### src/rtl/vobstacle_pkg.sv
// Shared types and lane helpers for the vertical obstacle sequencer.
// Lane speeds, directions and reset positions are derived from the lane index.
package vobstacle_pkg;

    localparam int unsigned N_LANES = 4;

    typedef enum logic [2:0] {
        S_IDLE,
        S_RUN,
        S_UPD,
        S_PAUSE,
        S_HIT
    } state_t;

    function automatic logic [2:0] lane_speed(input logic [1:0] idx);
        return {1'b0, idx} + 3'd1;
    endfunction

    // Even lanes fall, odd lanes rise.
    function automatic logic lane_down(input logic [1:0] idx);
        return ~idx[0];
    endfunction

    function automatic logic [9:0] lane_reset_y(input int unsigned idx,
                                                input int unsigned y_min,
                                                input int unsigned spacing);
        return 10'(y_min + idx * spacing);
    endfunction

    // One frame of motion for one lane, at 11 bits so y+spd cannot overflow.
    function automatic logic [9:0] lane_step(input logic [9:0]  y,
                                             input logic [1:0]  idx,
                                             input logic [10:0] y_min,
                                             input logic [10:0] y_max);
        logic [10:0] spd;
        logic [10:0] y11;
        logic [10:0] n;
        logic [9:0]  res;
        spd = {8'd0, lane_speed(idx)};
        y11 = {1'b0, y};
        if (lane_down(idx)) begin
            n   = y11 + spd;
            res = (n > y_max) ? y_min[9:0] : n[9:0];
        end else begin
            n   = y11 - spd;
            res = (y11 < (y_min + spd)) ? y_max[9:0] : n[9:0];
        end
        return res;
    endfunction

endpackage

### src/rtl/vobstacle_sched_render.sv
// Pixel window compare for one obstacle lane: column span, bar height, bottom clip.
module vobs_lane_render #(
    parameter int unsigned LANE_X = 308,
    parameter int unsigned OBS_W  = 8,
    parameter int unsigned OBS_H  = 32,
    parameter int unsigned Y_MAX  = 471
) (
    input  logic [9:0] hcount_i,
    input  logic [9:0] vcount_i,
    input  logic [9:0] y_top_i,
    output logic       on_o
);

    logic [10:0] h;
    logic [10:0] v;
    logic [10:0] y_lo;
    logic [10:0] y_hi;

    always_comb begin
        h    = {1'b0, hcount_i};
        v    = {1'b0, vcount_i};
        y_lo = {1'b0, y_top_i};
        y_hi = y_lo + 11'(OBS_H - 1);
        on_o = (h >= 11'(LANE_X)) && (h <= 11'(LANE_X + OBS_W - 1)) &&
               (v >= y_lo) && (v <= y_hi) && (v <= 11'(Y_MAX));
    end

endmodule

### src/rtl/vobstacle_sched.sv
// Four-lane vertical obstacle sequencer: per-frame lane motion, red bar render,
// sticky player collision, and the run/update/pause/hit control FSM.
module vobstacle_sched
    import vobstacle_pkg::*;
#(
    parameter int unsigned LANE_X0      = 308,
    parameter int unsigned LANE_PITCH   = 40,
    parameter int unsigned OBS_W        = 8,
    parameter int unsigned OBS_H        = 32,
    parameter int unsigned Y_MIN        = 8,
    parameter int unsigned Y_MAX        = 471,
    parameter int unsigned LANE_SPACING = 96
) (
    input  logic       clk,
    input  logic       reset,
    input  logic       frame_tick,
    input  logic       start,
    input  logic       pause,
    input  logic [9:0] Hcount,
    input  logic [9:0] Vcount,
    input  logic       player_px,
    output logic [3:0] Red,
    output logic       hit,
    output logic       running
);

    state_t                   state_q, state_d;
    logic [1:0]               idx_q, idx_d;
    logic                     pause_lat_q, pause_lat_d;
    logic                     hit_q, hit_d;
    logic [3:0]               red_q;
    logic                     pp_q;
    logic [N_LANES-1:0][9:0]  y_q, y_d, y_rst;
    logic [N_LANES-1:0]       lane_on;
    logic                     coin;

    always_comb begin
        for (int unsigned i = 0; i < N_LANES; i++) begin
            y_rst[i] = lane_reset_y(i, Y_MIN, LANE_SPACING);
        end
    end

    for (genvar g = 0; g < N_LANES; g++) begin : g_lane
        vobs_lane_render #(
            .LANE_X(LANE_X0 + g * LANE_PITCH),
            .OBS_W (OBS_W),
            .OBS_H (OBS_H),
            .Y_MAX (Y_MAX)
        ) u_render (
            .hcount_i(Hcount),
            .vcount_i(Vcount),
            .y_top_i (y_q[g]),
            .on_o    (lane_on[g])
        );
    end

    assign coin = (red_q != 4'h0) && pp_q;

    always_comb begin
        state_d     = state_q;
        idx_d       = idx_q;
        pause_lat_d = pause_lat_q;
        y_d         = y_q;
        hit_d       = hit_q | (coin && ((state_q == S_RUN) || (state_q == S_UPD)));
        case (state_q)
            S_IDLE: begin
                if (start) state_d = S_RUN;
            end
            S_RUN: begin
                if (hit_q) begin
                    state_d = S_HIT;
                end else if (pause) begin
                    state_d = S_PAUSE;
                end else if (frame_tick) begin
                    state_d     = S_UPD;
                    idx_d       = '0;
                    pause_lat_d = 1'b0;
                end
            end
            S_UPD: begin
                // A pause arriving mid-update is remembered; the sweep always finishes.
                y_d[idx_q]  = lane_step(y_q[idx_q], idx_q, 11'(Y_MIN), 11'(Y_MAX));
                pause_lat_d = pause_lat_q | pause;
                idx_d       = idx_q + 2'd1;
                if (idx_q == 2'd3) begin
                    if (pause_lat_q | pause) begin
                        state_d = S_PAUSE;
                    end else if (hit_q) begin
                        state_d = S_HIT;
                    end else begin
                        state_d = S_RUN;
                    end
                end
            end
            S_PAUSE: begin
                if (start) state_d = S_RUN;
            end
            S_HIT: begin
                if (start) begin
                    state_d = S_RUN;
                    hit_d   = 1'b0;
                    y_d     = y_rst;
                end
            end
            default: state_d = S_IDLE;
        endcase
    end

    always_ff @(posedge clk or posedge reset) begin
        if (reset) begin
            state_q     <= S_IDLE;
            idx_q       <= '0;
            pause_lat_q <= 1'b0;
            hit_q       <= 1'b0;
            red_q       <= '0;
            pp_q        <= 1'b0;
            y_q         <= y_rst;
        end else begin
            state_q     <= state_d;
            idx_q       <= idx_d;
            pause_lat_q <= pause_lat_d;
            hit_q       <= hit_d;
            red_q       <= (|lane_on) ? 4'hF : 4'h0;
            pp_q        <= player_px;
            y_q         <= y_d;
        end
    end

    assign Red     = red_q;
    assign hit     = hit_q;
    assign running = (state_q == S_RUN) || (state_q == S_UPD);

endmodule

### config.mk
export PLATFORM = sky130hd
export DESIGN_NAME = vobstacle_sched
export DESIGN_NICKNAME = d
export VERILOG_FILES = /design/src/rtl/vobstacle_pkg.sv /design/src/rtl/vobstacle_sched_render.sv /design/src/rtl/vobstacle_sched.sv
export SDC_FILE = /design/constraint.sdc
export NUM_CORES = 1
export LEC_CHECK = 0
export BUFFER_PORTS_ARGS = -buffer_cell sky130_fd_sc_hd__buf_2
export CORE_UTILIZATION = 40
export DETAILED_ROUTE_END_ITERATION = 8
export PLACE_DENSITY = 0.67
export SLEW_MARGIN = 10
export SYNTH_ARGS = -nofsm -noshare
export SYNTH_HDL_FRONTEND = slang
export SYNTH_SLANG_ARGS = --single-unit
### constraint.sdc
create_clock -name clk -period 5.67 [get_ports clk]
set_clock_uncertainty 0.1 [all_clocks]
set_input_delay 0.8505 -clock clk [delete_from_list [all_inputs] [get_ports clk]]
set_output_delay 0.8505 -clock clk [all_outputs]
set_load 0.02 [all_outputs]
==> impl_metrics.yaml <==
outcome:
  status: "finished, final reports clean"
clocking:
  cts-root-buf: "clkbuf_16"
  cts_buffer_depth: 2
  cts_hold_buffers: 0
  cts_resized: 0
  h-tree-depth: 2
  cts_tree: "done"
  cts_sinks: 49
  postCtsSetupBuffers: 0
  clkLatencyLatePin_ns: 0.29
  clk_pin_slew_ns: 0.07
  cts_made_buffers: 5
global_routing:
  grt_use_met2_pct: 39.1
  grt_pass1_wl_mm: 26.7
  grt_usage_pct: 23.1
  grt_max_degree: 50
  use_met3_pct: 4.21
  use_met1_pct: 30.4
  grt_busiest_layer: "met2"
  antenna_found_initial: 0
  gr-total-overflow: 0
  grt_pass1_vias: 5182
synthesis:
  synthSimpleGateAreaFrac_pct: 16.0
  yosys.area.top_type_share_pct: 20.7
  synth_edf_count: 0
  syn_inst: 663
  yosys.area_share.xor_xnor_pct: 6.71
  ys_warn_count: 0
  synth_area_um2: 5750
  syn_nets: 786
  synth_compound_gate_area_share_pct: 23.1
  ys_types: 71
  synth_area_per_cell_um2: 8.67
  synth_fa_ha_area_share_pct: 21.4
  synth.area.mux_share_pct: 5.05
  synth_area_leaders: "ha_1 (21%), dfrtp_1 (17%), xnor2_1 (6.2%), nand2_1 (4.6%), dfstp_2 (4.6%)"
  synth_top_family_by_area: "compound AO/OA/AOI/OAI gates"
  synth_largest_area_cell: "ha_1"
  ys_seq_area_share_pct: 21.6
  synthFlopType: "dfrtp_1"
  async_reset_ff_share_pct: 100
  ys_ff_latch: 49
routing:
  drt_iter0_markers: 425
  drc_errors: 0
  drtAntennaViolNets: 0
  vias: 5364
  firstDrtPassIters: 5
  routed_via_density: 6.26
  wl_mm: 16.7
  avgRoutedWirePerCell_um: 19.5
sta:
  fmax_mhz: 227
  setup_viol: 0
  min_period_ns: 4.40
  timing.hold.ws_ns: 0.456
  tns_ns: 0
  maxSlewHeadroom_pct: 31.4
  maxSlewViolCount: 0
  rsz0062_at_grt: "no"
  finalCritPeriodShare_pct: 77.6
  hold_viol: 0
  worst_pin_slew_ns: 1.03
placement:
  postPlaceCellArea_um2: 5990
  io_buffers: 29
  gp_congestion: 0.929
  hpwl_mm: 13.2
floorplan:
  die_w_um: 122
  rows: 43
  start_util_pct: 41.2
  die_h_um: 122
  die-area_um2: 14800
  fp.coreArea_um2: 13900
  io_pins: 32
finish:
  final_nets: 799
  drive_gt1_share_pct: 10.2
  antenna_cells: 0
  area_growth_pct: 7.23
  final_area_um2: 6160
power_and_ir_drop:
  pwr_density_cell_nw_per_um2: 657
  vdd.ir_drop.worst_mv: 0.229
  p_leak_uw: 0.00267
setup_path:
  critPathKind: "flop to flop"
  critPathMaxFanout: 17
  required_ns: 5.79
  start_kind: "flop"
  end_kind: "flop"
  crit_arrival_ns: 4.52
job:
  cap_violations: 0
min_path:
  hp-class: "flop to flop"
-- cells by family after synthesis --
| logic type | Yosys count |
|---|---|
| AOI/OAI and AO/OA | 187 |
| xor gates and xnor gates | 44 |
| adders and majority gates | 97 |
| buffers and inverters | 82 |
| DFF | 49 |
| muxes | 17 |
| and+or+nand+nor | 187 |
-- final cells by class --
cell class / instances / area [um2]
Timing Repair Buffer: 31 / 160
Tap cell: 180 / 225
Inverter: 57 / 214
Sequential cell: 49 / 1240
Clock inverter: 3 / 48.8
Clock buffer: 5 / 125
Multi-Input combinational cell: 532 / 4150
Fill cell: 1328 / 7770
-- worst max-delay path: stages (launching register included) --
cell and delay (ns):
dfrtp_1 0.70, mux4_2 0.62, ha_1 0.23, fa_1 0.49, or3b_2 0.24, mux2i_1 0.11, o31ai_1 0.51, nand2_1 0.11
mux2i_1 0.25, o22a_1 0.68, a32o_1 0.28
-- where the power goes --
| part | switching [uW] | internal (uW) | leakage (uW) |
|---|---|---|---|
| clock network | 142 | 211 | 0.0000819 |
| logic | 1730 | 1180 | 0.00200 |
| registers | 267 | 524 | 0.000591 |
-- synthesized netlist by cell type, types with 11 or more instances --
master / instances
inv_1: 56
ha_1: 95
a32o_1: 11
o22ai_1: 21
nand4_1: 12
o21ai_0: 26
nor2_1: 23
a21oi_1: 41
nor3_1: 21
o21a_1: 19
xnor2_1: 41
dfrtp_1: 39
nand3_1: 19
nand2_1: 71
-- state kept, by name, indices dropped and copies added (netlist names) --
name and cells:
Red 1, hit 1, idx_q 2, pause_lat_q 1, pp_q 1, state_q 3
y_q 40
-- path summary, 6_finish.rpt --
kind	start	to	slack, ns	depth (start not counted)
setup reg to reg	idx_q[0]$_DFFE_PP0P_	y_q[6]$_DFFE_PP0P_	1.27	10
hold reg to reg	y_q[18]$_DFFE_PP0P_	y_q[18]$_DFFE_PP0P_	0.46	1
min in group asynchronous	reset	Red[2]$_DFF_PP0_	0.71	2
max in group asynchronous	reset	y_q[2]$_DFFE_PP0P_	4.12	2
hold / removal	y_q[18]$_DFFE_PP0P_	y_q[18]$_DFFE_PP0P_	0.46	1
setup / recovery	idx_q[0]$_DFFE_PP0P_	y_q[6]$_DFFE_PP0P_	1.27	10
-- metrics by stage --
step	total power [uW]	setup WS (ns)	cells	utilization, %
floorplan	2900	1.60	663	-
global placement	3500	1.57	849	43.0
detailed placement	3630	1.36	849	43.0
CTS	4000	1.30	857	44.2
global route	4380	1.05	857	44.2
finish	4050	1.27	857	44.2
-- layer usage --
| layer | share of wire, % | vias to the layer above |
|---|---|---|
| met4 | 1.5 | 0 |
| met3 | 7.6 | 28 |
| li1 | - | 2477 |
| met1 | 43 | 2650 |
| met5 | 0 | - |
| met2 | 48 | 209 |
-- cell usage in the layout, fill, tap and decap left out, types with 3 or more instances in the layout --
| cell | instances |
|---|---|
| ha_1 | 95 |
| nand2_1 | 71 |
| inv_1 | 55 |
| xnor2_1 | 41 |
| a21oi_1 | 41 |
| dfrtp_1 | 39 |
| buf_2 | 29 |
| o21ai_0 | 26 |
| nor2_1 | 23 |
| nor3_1 | 21 |
| o22ai_1 | 21 |
| nand3_1 | 19 |
| o21a_1 | 19 |
| nand4_1 | 12 |
| a32o_1 | 11 |
| dfstp_2 | 10 |
| mux2i_1 | 8 |
| nor2b_1 | 8 |
| mux4_2 | 7 |
| and3_1 | 7 |
| o211ai_1 | 7 |
| a31oi_1 | 6 |
| o31ai_1 | 5 |
| a21o_1 | 5 |
| a211oi_1 | 5 |
| clkbuf_16 | 5 |
| nand3b_1 | 4 |
| nand2b_1 | 4 |
| a21boi_0 | 4 |
| nor3b_1 | 4 |
| o2111ai_1 | 4 |
| o32ai_1 | 3 |
| a211o_1 | 3 |
| a32oi_1 | 3 |
| xor2_1 | 3 |
(Power assumes the default switching activity.)
